## config.mk

```make
export PLATFORM = sky130hd
export DESIGN_NAME = fll_scheduler
export DESIGN_NICKNAME = d
export VERILOG_FILES = /design/src/rtl/fll_scheduler.sv
export SDC_FILE = /design/constraint.sdc
export NUM_CORES = 1
export LEC_CHECK = 0
export ABC_AREA = 1
export BUFFER_PORTS_ARGS = -buffer_cell sky130_fd_sc_hd__buf_2
export CAP_MARGIN = 20
export CORE_ASPECT_RATIO = 1.25
export CORE_MARGIN = 2
export CORE_UTILIZATION = 29
export DETAILED_ROUTE_END_ITERATION = 8
export MAX_ROUTING_LAYER = met4
export PLACE_DENSITY = 0.61
export SYNTH_ARGS = -nofsm -noshare
export SYNTH_HDL_FRONTEND = slang
export SYNTH_SLANG_ARGS = --single-unit
```

## constraint.sdc

```tcl
create_clock -name clk -period 2.8 [get_ports clk]
set_input_delay 0.28 -clock clk [delete_from_list [all_inputs] [get_ports clk]]
set_output_delay 0.28 -clock clk [all_outputs]
set_load 0.1 [all_outputs]
```

## src/rtl/fll_scheduler.sv

```systemverilog
// fll_scheduler: upstream sequencer for the shared FLL.
// Collects per-channel update requests in a pending mask and serves them one at a time in
// round-robin order: read the channel history, hold it on the FLL inputs, pulse fll_start for
// one FLL clock period, wait for the result (with timeout) and write it back.
// Ports:
//   clk, reset                 system clock, synchronous active-high reset
//   req_valid, req_tag         update request strobe and channel
//   hist_rd_en/tag/data        history memory read (data returns one cycle after rd_en)
//   fll_start, fll_tag         FLL launch strobe and in-flight channel
//   fll_iq_k .. fll_w_df_dot_k held history presented to the FLL
//   fll_result_ready, fll_*    FLL result strobe and result fields
//   wr_en, wr_tag, wr_*        state-memory writeback
//   busy                       sequencer not idle
//   overrun_err, timeout_err,
//   spurious_err               sticky error flags
module fll_scheduler #(
    parameter int unsigned NUM_CH     = 8,
    parameter int unsigned TAG_W      = 3,
    parameter int unsigned IQ_W       = 16,
    parameter int unsigned ACC_W      = 17,
    parameter int unsigned DS_W       = 20,
    parameter int unsigned DSD_W      = 20,
    parameter int unsigned DINC_W     = 20,
    parameter int unsigned START_HOLD = 32,
    parameter int unsigned TIMEOUT    = 1024,
    localparam int unsigned HIST_W    = 2 * IQ_W + 4 * ACC_W + DS_W + DSD_W
) (
    input  logic              clk,
    input  logic              reset,
    input  logic              req_valid,
    input  logic [TAG_W-1:0]  req_tag,
    output logic              hist_rd_en,
    output logic [TAG_W-1:0]  hist_rd_tag,
    input  logic [HIST_W-1:0] hist_rd_data,
    output logic              fll_start,
    output logic [TAG_W-1:0]  fll_tag,
    output logic [IQ_W-1:0]   fll_iq_k,
    output logic [IQ_W-1:0]   fll_iq_km1,
    output logic [ACC_W-1:0]  fll_i_k,
    output logic [ACC_W-1:0]  fll_q_k,
    output logic [ACC_W-1:0]  fll_i_km1,
    output logic [ACC_W-1:0]  fll_q_km1,
    output logic [DS_W-1:0]   fll_w_df_k,
    output logic [DSD_W-1:0]  fll_w_df_dot_k,
    input  logic              fll_result_ready,
    input  logic [DINC_W-1:0] fll_doppler_inc,
    input  logic [DS_W-1:0]   fll_w_df_kp1,
    input  logic [DSD_W-1:0]  fll_w_df_dot_kp1,
    output logic              wr_en,
    output logic [TAG_W-1:0]  wr_tag,
    output logic [DINC_W-1:0] wr_doppler_inc,
    output logic [DS_W-1:0]   wr_w_df,
    output logic [DSD_W-1:0]  wr_w_df_dot,
    output logic              busy,
    output logic              overrun_err,
    output logic              timeout_err,
    output logic              spurious_err
);

    localparam int unsigned CNT_MAX = (TIMEOUT > START_HOLD) ? TIMEOUT : START_HOLD;
    localparam int unsigned CNT_W   = (CNT_MAX > 1) ? $clog2(CNT_MAX) : 1;

    // Bit offsets of the history fields, LSB first.
    localparam int unsigned OFF_WDD   = 0;
    localparam int unsigned OFF_WD    = OFF_WDD + DSD_W;
    localparam int unsigned OFF_QKM1  = OFF_WD + DS_W;
    localparam int unsigned OFF_IKM1  = OFF_QKM1 + ACC_W;
    localparam int unsigned OFF_QK    = OFF_IKM1 + ACC_W;
    localparam int unsigned OFF_IK    = OFF_QK + ACC_W;
    localparam int unsigned OFF_IQKM1 = OFF_IK + ACC_W;
    localparam int unsigned OFF_IQK   = OFF_IQKM1 + IQ_W;

    typedef enum logic [2:0] {StIdle, StRead, StLaunch, StWait, StWrite} state_e;

    state_e             state_q, state_d;
    logic [CNT_W-1:0]   cnt_q, cnt_d;
    logic [NUM_CH-1:0]  mask_q, mask_d;
    logic [NUM_CH-1:0]  req_set, grant_clr;
    logic [TAG_W-1:0]   ptr_q;
    logic [TAG_W-1:0]   pick_tag, cand;
    logic               pick_found;
    logic               grant;
    logic               overrun;
    logic               timeout_hit;
    logic [HIST_W-1:0]  hold_q;
    logic [TAG_W-1:0]   fll_tag_q;
    logic [DINC_W-1:0]  wr_inc_q;
    logic [DS_W-1:0]    wr_wdf_q;
    logic [DSD_W-1:0]   wr_wdfd_q;
    logic               overrun_q, timeout_q, spurious_q;

    // Round-robin pick: first pending channel strictly after the pointer, wrapping.
    always_comb begin
        pick_found = 1'b0;
        pick_tag   = '0;
        cand       = '0;
        for (int i = 1; i <= int'(NUM_CH); i++) begin
            cand = TAG_W'((int'(ptr_q) + i) % NUM_CH);
            if (!pick_found && mask_q[cand]) begin
                pick_found = 1'b1;
                pick_tag   = cand;
            end
        end
    end

    assign grant = (state_q == StIdle) && pick_found;

    // Out-of-range tags match no bit and are dropped. A set in the grant cycle wins over the
    // clear, and a request for the channel being granted counts as a re-arm, not an overrun.
    always_comb begin
        req_set   = '0;
        grant_clr = '0;
        for (int i = 0; i < int'(NUM_CH); i++) begin
            if (req_valid && req_tag == TAG_W'(i)) req_set[i] = 1'b1;
            if (grant && pick_tag == TAG_W'(i))    grant_clr[i] = 1'b1;
        end
        mask_d  = (mask_q & ~grant_clr) | req_set;
        overrun = |(req_set & mask_q & ~grant_clr);
    end

    always_comb begin
        state_d     = state_q;
        cnt_d       = cnt_q;
        timeout_hit = 1'b0;
        unique case (state_q)
            StIdle: begin
                if (grant) state_d = StRead;
            end
            StRead: begin
                state_d = StLaunch;
                cnt_d   = '0;
            end
            StLaunch: begin
                if (cnt_q == CNT_W'(START_HOLD - 1)) begin
                    state_d = StWait;
                    cnt_d   = '0;
                end else begin
                    cnt_d = cnt_q + CNT_W'(1);
                end
            end
            StWait: begin
                // A result on the final timeout cycle still wins.
                if (fll_result_ready) begin
                    state_d = StWrite;
                end else if (cnt_q == CNT_W'(TIMEOUT - 1)) begin
                    state_d     = StIdle;
                    timeout_hit = 1'b1;
                end else begin
                    cnt_d = cnt_q + CNT_W'(1);
                end
            end
            StWrite: begin
                state_d = StIdle;
            end
            default: begin
                state_d = StIdle;
            end
        endcase
    end

    always_ff @(posedge clk) begin
        if (reset) begin
            state_q    <= StIdle;
            cnt_q      <= '0;
            mask_q     <= '0;
            ptr_q      <= TAG_W'(NUM_CH - 1);
            hold_q     <= '0;
            fll_tag_q  <= '0;
            wr_inc_q   <= '0;
            wr_wdf_q   <= '0;
            wr_wdfd_q  <= '0;
            overrun_q  <= 1'b0;
            timeout_q  <= 1'b0;
            spurious_q <= 1'b0;
        end else begin
            state_q <= state_d;
            cnt_q   <= cnt_d;
            mask_q  <= mask_d;
            if (grant) ptr_q <= pick_tag;
            // The pointer holds the granted channel while in READ.
            if (state_q == StRead) begin
                hold_q    <= hist_rd_data;
                fll_tag_q <= ptr_q;
            end
            if (state_q == StWait && fll_result_ready) begin
                wr_inc_q  <= fll_doppler_inc;
                wr_wdf_q  <= fll_w_df_kp1;
                wr_wdfd_q <= fll_w_df_dot_kp1;
            end
            if (overrun)     overrun_q <= 1'b1;
            if (timeout_hit) timeout_q <= 1'b1;
            if (fll_result_ready && state_q != StWait) spurious_q <= 1'b1;
        end
    end

    assign hist_rd_en     = grant;
    assign hist_rd_tag    = grant ? pick_tag : '0;
    assign fll_start      = (state_q == StLaunch);
    assign fll_tag        = fll_tag_q;
    assign fll_iq_k       = hold_q[OFF_IQK +: IQ_W];
    assign fll_iq_km1     = hold_q[OFF_IQKM1 +: IQ_W];
    assign fll_i_k        = hold_q[OFF_IK +: ACC_W];
    assign fll_q_k        = hold_q[OFF_QK +: ACC_W];
    assign fll_i_km1      = hold_q[OFF_IKM1 +: ACC_W];
    assign fll_q_km1      = hold_q[OFF_QKM1 +: ACC_W];
    assign fll_w_df_k     = hold_q[OFF_WD +: DS_W];
    assign fll_w_df_dot_k = hold_q[OFF_WDD +: DSD_W];
    assign wr_en          = (state_q == StWrite);
    assign wr_tag         = fll_tag_q;
    assign wr_doppler_inc = wr_inc_q;
    assign wr_w_df        = wr_wdf_q;
    assign wr_w_df_dot    = wr_wdfd_q;
    assign busy           = (state_q != StIdle);
    assign overrun_err    = overrun_q;
    assign timeout_err    = timeout_q;
    assign spurious_err   = spurious_q;

endmodule

```

Word-level counts from Yosys, hierarchy flattened
Index checks and enable logic that the tools add are counted.
{ "totals": {"in_bits": 207, "ff_bits": 230, "elab_cells": 162} }
{ "classes": {"eq_ne": 26, "addsub": 9, "bitwise": 5, "reduce_logical": 41, "magnitude_cmp": 8, "mux": 61} }
{ "ops": {"columns": ["cell", "count"], "rows": [
  ["$mux 3", 13],
  ["$mux 1", 35],
  ["$lt 3x4->1 const B", 8],
  ["$mux 10", 3],
  ["$pmux 10 s3", 1],
  ["$eq 3x3->1 const B", 9],
  ["$logic_and 1x1->1", 26],
  ["$and 8x8->8", 3],
  ["$bmux 1 s3", 8],
  ["$eq 3x2->1 const B", 6],
  ["$add 3x3->3 const B", 4],
  ["$pmux 3 s4", 1],
  ["$add 10x1->10 const B", 1],
  ["$eq 10x10->1 const B", 1],
  ["$eq 10x5->1 const B", 1],
  ["$eq 3x1->1 const B", 3],
  ["$logic_not 3->1", 3],
  ["$not 8->8", 1],
  ["$or 8x8->8", 1],
  ["$reduce_or 8->1", 1],
  ["$logic_not 1->1", 7],
  ["$add 3x1->3 const B", 2],
  ["$add 3x2->3 const B", 2],
  ["$ne 2x2->1 const B", 3],
  ["5 further kinds", 7]
]} }

Depth between registers and ports, before layout
{ "logic_depth": {"word_depth": 31, "ltp_mapped": 25} }

Worst setup path after synthesis
No wires, ideal clock.
{ "synth_timing": {"kind": "flip-flop to output port", "start": "register ptr_q[1]", "end": "output hist_rd_tag[0]", "slack_ps": -776, "arrival_ps": 3296, "n_path_buf": 2, "required_ps": 2520, "stages_incl_launch_ff": 16, "path_cell_list": "dfxtp_1 -> buf_4 -> inv_2 -> ha_1 -> buf_2 -> inv_1 -> nand3_1 -> nand3_2 -> nand2_4 -> nor2_4 -> nand4_2 -> nor2_4 -> nand4_1 -> nand2_1 -> inv_2 -> nor2_1"} }
{ "synth_between": {"elab_chain_cells": 27, "word_cells_on_any_way": 56, "cone_classes": "add/sub: 8; mux: 33; reduce/logical: 15"} }
{ "synth_rtl": {"columns": ["item", "line", "rtl"], "rows": [
  ["start, declared", "79", "logic [TAG_W-1:0] ptr_q;"],
  ["start signal, assigned", "166", "ptr_q <= TAG_W'(NUM_CH - 1);"],
  ["start signal, assigned", "179", "if (grant) ptr_q <= pick_tag;"],
  ["$add 3x1->3", "98", "cand = TAG_W'((int'(ptr_q) + i) % NUM_CH);"],
  ["$bmux 1 s3", "99", "if (!pick_found && mask_q[cand]) begin"],
  ["$mux 1 (not written as such)", "99", null],
  ["$mux 1", "99", null],
  ["$logic_not 1->1", "99", null],
  ["$logic_and 1x1->1", "99", null],
  ["$mux 1", "99", null],
  ["$logic_not 1->1", "99", null],
  ["(+11 left out)", null, null],
  ["$logic_not 1->1", "99", null],
  ["$logic_and 1x1->1", "99", null],
  ["$mux 1", "99", null],
  ["$logic_not 1->1", "99", null],
  ["$logic_and 1x1->1", "99", null],
  ["$mux 1", "99", null],
  ["$logic_and 1x1->1", "106", "assign grant = (state_q == StIdle) && pick_found;"],
  ["$mux 3 *", "197", "assign hist_rd_tag = grant ? pick_tag : '0;"],
  ["end, declared", "33", "output logic [TAG_W-1:0] hist_rd_tag,"]
]} }
Mark *: on every way between the ends. The rest lies on a longest branch, timed or not. The select of a mux whose other input is x is not followed.

Worst setup path in the final report
{ "layout_timing": {"start": "register ptr_q[0]", "end": "output hist_rd_tag[2]"} }
Same word-level chain as after synthesis.

==> summary.txt <==
Floorplanning
  – Die height: between 200 and 250 um
  – Cell Rows: approximately 70
  – CORE AREA: roughly 31000 um^2
  – Initial core utilization: around 29%
  – Die area: 32600 um^2
  – I/O pins: approximately 420
  – Die Span X: roughly 160 um

Critical path
  – CP Launch Type: register
  – Critical Path RT: roughly 2.5 ns
  – Crit Path Max Fanout: 6
  – CP endpoint kind: primary output
  – Critical path class: register to primary output
  – Data arrival, critical path: 2.65 ns

Clocking
  – Clock Latency Late Sink: between 0.5 and 0.6 ns
  – Total CTS buffers: 25
  – CTS clock-pin slew for the worst setup and hold paths: about 0.06 ns
  – CTS Sinks: 230
  – Clk buf depth: 3
  – CTS tree: yes
  – CTS root buffer: clkbuf_16
  – H-tree Lvls: 1

Flow run
  – Max Cap Viol: 0

Global routing
  – Global-route wire length before repair: 51600 um
  – Vias in the first global route: just over 10000
  – Pin count of the biggest net entering global routing: between 100 and 150
  – Antenna violations before repair: 0
  – Gr usage total: about a fifth
  – Total gr overflow: 0

STA
  – Final Slew Violations: 0
  – Layout Skew: approximately 0.0063 ns
  – Fmax: approximately 340 MHz
  – Crit share post-route: 105%
  – Minimum clock period: about 2.9 ns
  – Slew @ Worst Pin: ~0.84 ns
  – Final setup vio count: 3
  – Final WS setup: -0.129 ns
  – RSZ-0062 raised after global routing: yes
  – Final Hold Fails: 0
  – Relative slew slack: around 44%

Synthesis
  – Synth Warn #: 0
  – Post-Syn Area per Cell: 7.40 um^2
  – Xor/xnor share of the synthesized area: less than 1%
  – Asr flop ratio synth: 0%
  – Synthesis-stage register bit count: 230
  – Main combinational cell family by area after synthesis: simple AND/OR/NAND/NOR gates
  – EDFF count, synth: 0
  – Adder-cell share of the synthesized area: less than 1%
  – Post-synthesis sequential area ratio: approximately half
  – Synth Area in Compound Gates: between 10% and 20%
  – Synth Net Count: between 1000 and 1500
  – Post-Synth Simple-Gate Area: 28.2%
  – Ys flop type: dfxtp_1
  – Mapped Area: 9050 um^2
  – Synth cell types: 36
  – Post-synthesis mux area share: 0%
  – Cells after synthesis: approximately 1200

Final layout
  – Fill count: 2995
  – Storage cell area: around 4600 um^2
  – ANT cells: 0
  – Layout cells sized above 1: between 30% and 40%
  – Layout area overhead: 57.2%
  – Nets: 1980
  – Final Core Density: a little under half
  – Multi-input gate area: between 4000 and 5000 um^2

Drt
  – Post-route ant nets: 0
  – DR pass1 iterations: 7
  – Routed len/inst: between 10 and 15 um
  – Initial DRC Count: 535
  – Vias per cell: ~4.7
  – Drc violations: 0
  – DRT Wirelength: roughly 33000 um
  – Via Count: 10307

Status
  – Outcome: complete, but fails checks
  – Failing checks: setup timing

Worst hold path
  – Hold Path Class: primary input to register

Placement
  – Final HPWL DP: 21100 um
  – GPL Wtd Cong: between 0.8 and 0.9
  – Port Buf Inserts: around 420
-- path summary, 6_finish.rpt --
kind | startpoint | endpoint | cells after the start | slack, ns
setup reg to reg | ptr_q[0] | overrun_err | 22 | 0.20
hold reg to reg | wr_w_df[3] | wr_w_df[3] | 2 | 0.46
setup / recovery | ptr_q[0] | hist_rd_tag[2] | 13 | -0.13
hold / removal | fll_w_df_dot_kp1[18] | wr_w_df_dot[18] | 3 | 0.03
-- registers in the layout, summed over array words and instances, names as in the netlist --
name,count
state_q,3
wr_w_df_dot,20
overrun_err,1
mask_q,8
spurious_err,1
hold_q,140
ptr_q,3
timeout_err,1
cnt_q,10
wr_doppler_inc,20
wr_w_df,20
fll_tag,3
-- cell usage after synthesis, types with 4 or more instances --
master / count / area [um^2]
o21ai_1: 4 / 20.0
nand2_2: 6 / 37.5
nand3_2: 8 / 80.1
nand4_1: 7 / 43.8
a21oi_1: 79 / 395
nor2_1: 328 / 1230
nand2_1: 143 / 537
nand3_1: 98 / 490
nor3_1: 9 / 45.0
clkbuf_1: 72 / 270
inv_2: 10 / 37.5
inv_1: 37 / 139
buf_4: 5 / 37.5
dfxtp_1: 230 / 4600
o21ai_0: 152 / 761
-- worst max-delay path, stage by stage, from the launching register on --
cell	delay, ns
dfxtp_4	0.38
inv_4	0.04
ha_4	0.35
nand3_2	0.11
nand2_4	0.09
nand2_2	0.06
nand2_4	0.10
nand3_2	0.11
nor2_4	0.12
nand4_1	0.12
nand3_1	0.11
nand2_2	0.10
a21oi_4	0.22
buf_12	0.20
-- final cells by class --
class,count,area share (%)
flip-flops and latches,230,32.4
multi-input cells,863,29.1
repair buffers,602,27.6
clock buffers,35,5.16
well taps,407,3.58
inverters,48,1.50
clock inverters,10,0.598
-- per-stage QoR --
step           TNS, ns  std cells  hold WS [ns]  cell area [um^2]  setup WS, ns
2_1_floorplan   -0.137       1223         0.415              9150        -0.137
3_3_place_gp         0       1987         0.445             11600         0.200
3_5_place_dp         0       1987         0.450             11600         0.178
4_1_cts         -0.435       2191     0.0000928             14100        -0.153
5_1_grt         -0.993       2195       0.00693             14200        -0.321
6_report        -0.309       2195        0.0277             14200        -0.129
-- metal layers --
metal	routed length [um]	global-route usage, %	up-vias	part of all wire [%]
li1	-	-	5068	-
met1	12500	22.3	4723	38
met2	16400	33.2	410	50
met3	2060	3.24	106	6.3
met4	1660	10.3	0	5.1
met5	0	-	-	0
-- placed cells by master (no fill, tap or decap), types with 8 or more instances in the layout --
master	Yosys	final
buf_2	3	418
clkbuf_16	0	25
nand3_2	8	14
o21ai_0	152	152
nor3_1	9	8
nor2_1	328	326
dlygate4sd3_1	0	145
nand2_1	143	133
nand3_1	98	86
inv_1	37	33
nand2_2	6	13
dfxtp_1	230	227
buf_4	5	30
a21oi_1	79	79
-- cells by family after synthesis --
logic type	Yosys count
and+or+nand+nor	608
AOI/OAI and AO/OA	246
DFF	230
buffers and inverters	130
xor gates and xnor gates	6
adders and majority gates	3
-- repair_timing --
item | in CTS | in global routing
pin swaps | 23 | 11
resized for setup | 21 | 17
hold endpoints to repair | 145 | 0
hold buffers | 145 | 0
setup endpoints to repair | 4 | 5
setup buffers | 14 | 4
Power is left out: the tool's default activity adds up to more than one toggle a clock period on the data nets, which glitch-free logic cannot reach.
